===== src/rtl/serial_pkg.sv =====
// Shared definitions for the serial bit link.
//  - cnt_width(): width of the receive bit counter for a given word width.
//  - state_e: receiver state encoding (StCollect for data bits, StParity for the optional parity bit).
//  - even_parity(): even parity over a word, shared with the transmit side.
package serial_pkg;

  typedef enum logic {
    StCollect = 1'b0,
    StParity  = 1'b1
  } state_e;

  // Counter must hold 0..w-1; clamp so a 1-bit result is never zero width.
  function automatic int unsigned cnt_width(input int unsigned w);
    return (w < 2) ? 1 : $clog2(w);
  endfunction

  // Parity bit that makes the total number of ones (word + parity) even.
  function automatic logic even_parity(input logic [31:0] word);
    return ^word;
  endfunction

endpackage


===== src/rtl/serial_word_buffer.sv =====
// One-entry valid/ready holding stage for assembled words.
// A word offered while the entry is full and not being drained is dropped and flags overrun.
// Ports:
//  clk_i          clock, posedge
//  rst_i          synchronous active-high reset
//  word_i         incoming word
//  word_valid_i   word_i is a completed word this cycle
//  ready_i        consumer ready; ignored while valid_o=0
//  data_o         held word (keeps last value after it is accepted)
//  valid_o        entry full
//  overrun_o      sticky until reset; a completed word was dropped
module serial_word_buffer #(
  parameter int unsigned Width = 4
) (
  input  logic             clk_i,
  input  logic             rst_i,
  input  logic [Width-1:0] word_i,
  input  logic             word_valid_i,
  input  logic             ready_i,
  output logic [Width-1:0] data_o,
  output logic             valid_o,
  output logic             overrun_o
);

  logic [Width-1:0] data_q, data_d;
  logic             valid_q, valid_d;
  logic             overrun_q, overrun_d;
  logic             accept;

  assign accept = valid_q & ready_i;

  always_comb begin
    data_d    = data_q;
    valid_d   = valid_q;
    overrun_d = overrun_q;
    if (word_valid_i) begin
      // Load when empty or when the held word leaves this same cycle.
      if (!valid_q || accept) begin
        data_d  = word_i;
        valid_d = 1'b1;
      end else begin
        overrun_d = 1'b1;
      end
    end else if (accept) begin
      valid_d = 1'b0;
    end
  end

  always_ff @(posedge clk_i) begin
    if (rst_i) begin
      data_q    <= '0;
      valid_q   <= 1'b0;
      overrun_q <= 1'b0;
    end else begin
      data_q    <= data_d;
      valid_q   <= valid_d;
      overrun_q <= overrun_d;
    end
  end

  assign data_o    = data_q;
  assign valid_o   = valid_q;
  assign overrun_o = overrun_q;

endmodule


===== src/rtl/serial_in_parallel_out_receiver.sv =====
// Receive end of the LSB-first serial bit link. Collects DATA_WIDTH strobed bits into a word and
// hands it to a one-entry valid/ready buffer; collection continues while the buffer is held.
// Optional feature macro: PARITY_CHECK_EN -- adds a PARITY state taking one even-parity bit per
// word and the sticky parity_err output; the word is then delivered on the parity strobe.
// Ports:
//  clk             clock, posedge
//  rst             synchronous active-high reset
//  data_in         serial bit, sampled when data_in_valid=1
//  data_in_valid   bit strobe
//  data_out        assembled word, first received bit in bit 0
//  data_out_valid  word held in output buffer
//  data_out_ready  consumer accepts when data_out_valid & data_out_ready
//  overrun         sticky; a completed word was dropped
//  parity_err      (PARITY_CHECK_EN only) sticky parity mismatch
module serial_in_parallel_out_receiver
  import serial_pkg::*;
#(
  parameter int unsigned DATA_WIDTH = 4
) (
  input  logic                  clk,
  input  logic                  rst,
  input  logic                  data_in,
  input  logic                  data_in_valid,
  output logic [DATA_WIDTH-1:0] data_out,
  output logic                  data_out_valid,
  input  logic                  data_out_ready,
  output logic                  overrun
`ifdef PARITY_CHECK_EN
  ,
  output logic                  parity_err
`endif
);

  localparam int unsigned     CntW    = cnt_width(DATA_WIDTH);
  localparam logic [CntW-1:0] LastCnt = CntW'(DATA_WIDTH - 1);

  logic [DATA_WIDTH-1:0] shift_q, shift_d;
  logic [CntW-1:0]       cnt_q, cnt_d;
  state_e                state_q, state_d;
  logic [DATA_WIDTH-1:0] word;
  logic                  word_valid;
`ifdef PARITY_CHECK_EN
  logic                  parity_err_q, parity_err_d;
`endif

  always_comb begin
    shift_d    = shift_q;
    cnt_d      = cnt_q;
    state_d    = state_q;
    word_valid = 1'b0;
    // New bit enters at the MSB, so after DATA_WIDTH bits the first one sits in bit 0.
    word       = {data_in, shift_q[DATA_WIDTH-1:1]};
`ifdef PARITY_CHECK_EN
    parity_err_d = parity_err_q;
`endif
    if (data_in_valid) begin
      unique case (state_q)
        StCollect: begin
          shift_d = word;
          if (cnt_q == LastCnt) begin
            cnt_d = '0;
`ifdef PARITY_CHECK_EN
            state_d = StParity;
`else
            word_valid = 1'b1;
`endif
          end else begin
            cnt_d = cnt_q + 1'b1;
          end
        end
        StParity: begin
          state_d = StCollect;
`ifdef PARITY_CHECK_EN
          word       = shift_q;
          word_valid = 1'b1;
          if (data_in != even_parity(32'(shift_q))) parity_err_d = 1'b1;
`endif
        end
      endcase
    end
  end

  always_ff @(posedge clk) begin
    if (rst) begin
      shift_q <= '0;
      cnt_q   <= '0;
      state_q <= StCollect;
    end else begin
      shift_q <= shift_d;
      cnt_q   <= cnt_d;
      state_q <= state_d;
    end
  end

`ifdef PARITY_CHECK_EN
  always_ff @(posedge clk) begin
    if (rst) parity_err_q <= 1'b0;
    else     parity_err_q <= parity_err_d;
  end

  assign parity_err = parity_err_q;
`endif

  serial_word_buffer #(
    .Width (DATA_WIDTH)
  ) u_buf (
    .clk_i        (clk),
    .rst_i        (rst),
    .word_i       (word),
    .word_valid_i (word_valid),
    .ready_i      (data_out_ready),
    .data_o       (data_out),
    .valid_o      (data_out_valid),
    .overrun_o    (overrun)
  );

endmodule

===== config.mk =====
export PLATFORM = sky130hd
export DESIGN_NAME = serial_in_parallel_out_receiver
export DESIGN_NICKNAME = d
export VERILOG_FILES = /design/src/rtl/serial_pkg.sv /design/src/rtl/serial_word_buffer.sv /design/src/rtl/serial_in_parallel_out_receiver.sv
export SDC_FILE = /design/constraint.sdc
export NUM_CORES = 1
export LEC_CHECK = 0
export ABC_AREA = 1
export CORE_MARGIN = 5
export CORE_UTILIZATION = 25
export DETAILED_ROUTE_END_ITERATION = 8
export HOLD_SLACK_MARGIN = 0.08
export MAX_ROUTING_LAYER = met4
export PLACE_DENSITY_LB_ADDON = 0.2
export SLEW_MARGIN = 30
export SYNTH_ARGS = -nofsm -noshare
export SYNTH_HDL_FRONTEND = slang
export SYNTH_SLANG_ARGS = --single-unit

===== constraint.sdc =====
create_clock -name clk -period 2 [get_ports clk]
set_input_delay 0.6 -clock clk [delete_from_list [all_inputs] [get_ports clk]]
set_output_delay 0.6 -clock clk [all_outputs]
set_load 0.01 [all_outputs]

==> key figures <==
Clock network
  • Post-cts resize count: 0
  • Htree depth: 1
  • Clock-pin slew on the worst setup and hold paths: ~0.07 ns
  • Skew-Pair Late Insertion Delay: approximately 0.26 ns
  • Clock Path Buffers: 2
  • CTS tree: built
  • # hold bufs at CTS: 0
  • Post-CTS setup buffers: 0
  • CTS Root Cell: clkbuf_4
  • CTS sink count: 11
  • Num CTS Buffers: 3

Synth
  • Yosys cell types: 14
  • Cell with the most instances after synthesis: dfxtp_1
  • Yosys reg bits: 11
  • Synth top area cells: dfxtp_1 (51%), a21oi_1 (12%), inv_1 (6.9%)
  • Asr flop ratio synth: 0
  • Area leader, netlist: dfxtp_1
  • Share of the synthesized area in the top cell type: 0.509
  • Yosys warning count: 0
  • Syn nets: a little under 60
  • Synthesized instance count: 53
  • Synth cell count leaders: dfxtp_1 (11), a21oi_1 (10), inv_1 (8)
  • Register area share after synthesis: 0.509
  • Post-synth EDFFs: 0
  • Main synth FF type: dfxtp_1
  • Avg Cell Area, Syn: 8.17 µm²
  • Post-Syn Area: 433 µm²

Timing
  • RSZ-0062 raised after global routing: no
  • Slew Viols, Final: 0
  • Final Hold Viols: 0
  • Maximum clock frequency: 566 MHz
  • Rel. slew slack: 0.858
  • Worst Tran Pin Value: around 0.21 ns
  • Setup TNS: 0 ns
  • Fin Hold WS: between 0.4 and 0.5 ns
  • Final Critical Period: 1.77 ns
  • Final worst-path cycle share: 0.884
  • Worst Skew: 0.00214 ns
  • Final setup margin: between 0.2 and 0.25 ns
  • Setup Viol. Count Final: 0

Drt
  • Routed Antenna Nets: 0
  • DR vias: roughly 380
  • DRC violations left: 0
  • Post-DR vias/cell: ~4.5
  • Final WL: 788 µm
  • Router iterations before antenna repair: 3
  • Iteration-0 DRC Markers: 5
  • Post-DR wirelength/cell: approximately 9.4 µm

Place
  • Port bufs: 10
  • Dpl hpwl: ~600 µm
  • Routability cong.: about 0.67
  • Pre-CTS setup slack: about 0.37 ns

Critical path
  • Crit path launch type: flop
  • CP Capture Type: output pin
  • Worst-path maximum fanout: 3
  • Crit path max-delay cell type: clkdlybuf4s50_1
  • Crit-path max cell delay: about 0.55 ns
  • CP bufs+invs: 1
  • Worst Path Arrival: 1.17 ns
  • Cell Chain, Critical Path: clkdlybuf4s50_1
  • CP Data Required Time: around 1.4 ns
  • Critical path type: flop to output pin
  • CP top delay family: buffers and inverters

GRT
  • Vias in the first global route: about 350
  • Overflow after GRT: 0
  • Largest net degree at the start of global routing: 11
  • First-pass GRT wire length: ~1500 µm
  • Overall Global Routing Usage: 0.0761
  • Initial antenna violation count: 0

Pwr
  • Peak VDD IR: 0.456 mV
  • P_leak: about 0.00024 µW
  • Cell area power density: roughly 740 nW/µm²

Min path
  • Worst min path class: flop to flop

Cells and area
  • Fin nets: 74
  • Antenna cell count: 0
  • Fill cell count: between 150 and 200
  • Synthesis-to-layout area growth: 33.2%
  • Layout cells sized above 1: 0.104
  • Fin util: 0.341

Die
  • IO Pins: 11
  • Core area: about 1700 µm²
  • Num rows: 15
  • Chip Height: just over 50 µm
  • Initial Utilization: 0.256
  • Die ar.: 2660 µm²
  • DIE WIDTH: ~52 µm

Run
  • Max-Cap Viols: 0

Run status
  • Outcome: finished clean
[per-stage QoR]
stage                     instances  power (µW)  cell area [µm²]
after floorplan                  53         269              433
after global placement           80         288              551
after detailed placement         80         289              551
after CTS                        84         438              577
after global routing             84         465              577
final                            84         429              577
[where the power goes]
part / internal, µW / leakage [µW] / switching (µW)
registers: 230 / 0.0000899 / 5.27
clock network: 77.0 / 0.0000150 / 69.3
logic: 24.4 / 0.000132 / 23.5
total: 331 / 0.000237 / 98.0
[layout make-up]
cell class	count	area, µm²	area share
clock buffer	4	26.3	0.0456
inverter	9	33.8	0.0586
multi-input combinational	32	168	0.291
sequential	11	220	0.382
tap	17	21.3	0.0369
timing repair buffer	11	108	0.187
[metal layers]
| layer | GRT usage | vias to the layer above | part of all wire |
|---|---|---|---|
| li1 | - | 200 | - |
| met2 | 0.0932 | 11 | 0.42 |
| met3 | 0.0516 | 2 | 0.11 |
| met4 | 0.0262 | 0 | 0.013 |
| met5 | - | - | 0 |
| met1 | 0.0970 | 166 | 0.45 |
[cell usage in the layout, fill, tap and decap left out, drive strengths merged]
cell type	synthesis	routed
dfxtp	11	11
a21oi	10	10
clkdlybuf4s50	0	10
inv	9	9
nand2	6	6
nand3	4	4
nor2	4	4
o21ai	4	4
clkbuf	0	4
nand4	1	1
xnor2	1	1
nor3	1	1
ha	1	1
buf	1	1
[registers in the layout (all words and copies together), names as in the netlist]
name / count
cnt_q: 2
shift_q: 3
u_buf.valid_o: 1
u_buf.data_o: 4
u_buf.overrun_o: 1
[path summary, 6_finish.rpt]
check                                             startpoint                            to  slack (ns)  cells past startpoint
worst max register to register         cnt_q[0]$_SDFFE_PP0P_  u_buf.data_o[3]$_SDFFE_PP0P_        0.96                      6
worst max-delay path              u_buf.valid_o$_SDFFE_PP0P_                data_out_valid        0.23                      1
worst min-delay path            u_buf.overrun_o$_SDFFE_PP0P_  u_buf.overrun_o$_SDFFE_PP0P_        0.45                      2
worst min register to register  u_buf.overrun_o$_SDFFE_PP0P_  u_buf.overrun_o$_SDFFE_PP0P_        0.45                      2
[cells by family after synthesis]
| kind of cell | after synthesis | synth area share |
|---|---|---|
| compound gates | 14 | 0.162 |
| buf+inv | 10 | 0.104 |
| simple gates | 16 | 0.176 |
| xor+xnor | 1 | 0.0202 |
| fa+ha+maj | 1 | 0.0289 |
| flops | 11 | 0.509 |
Power figures use the tool's default switching activity.
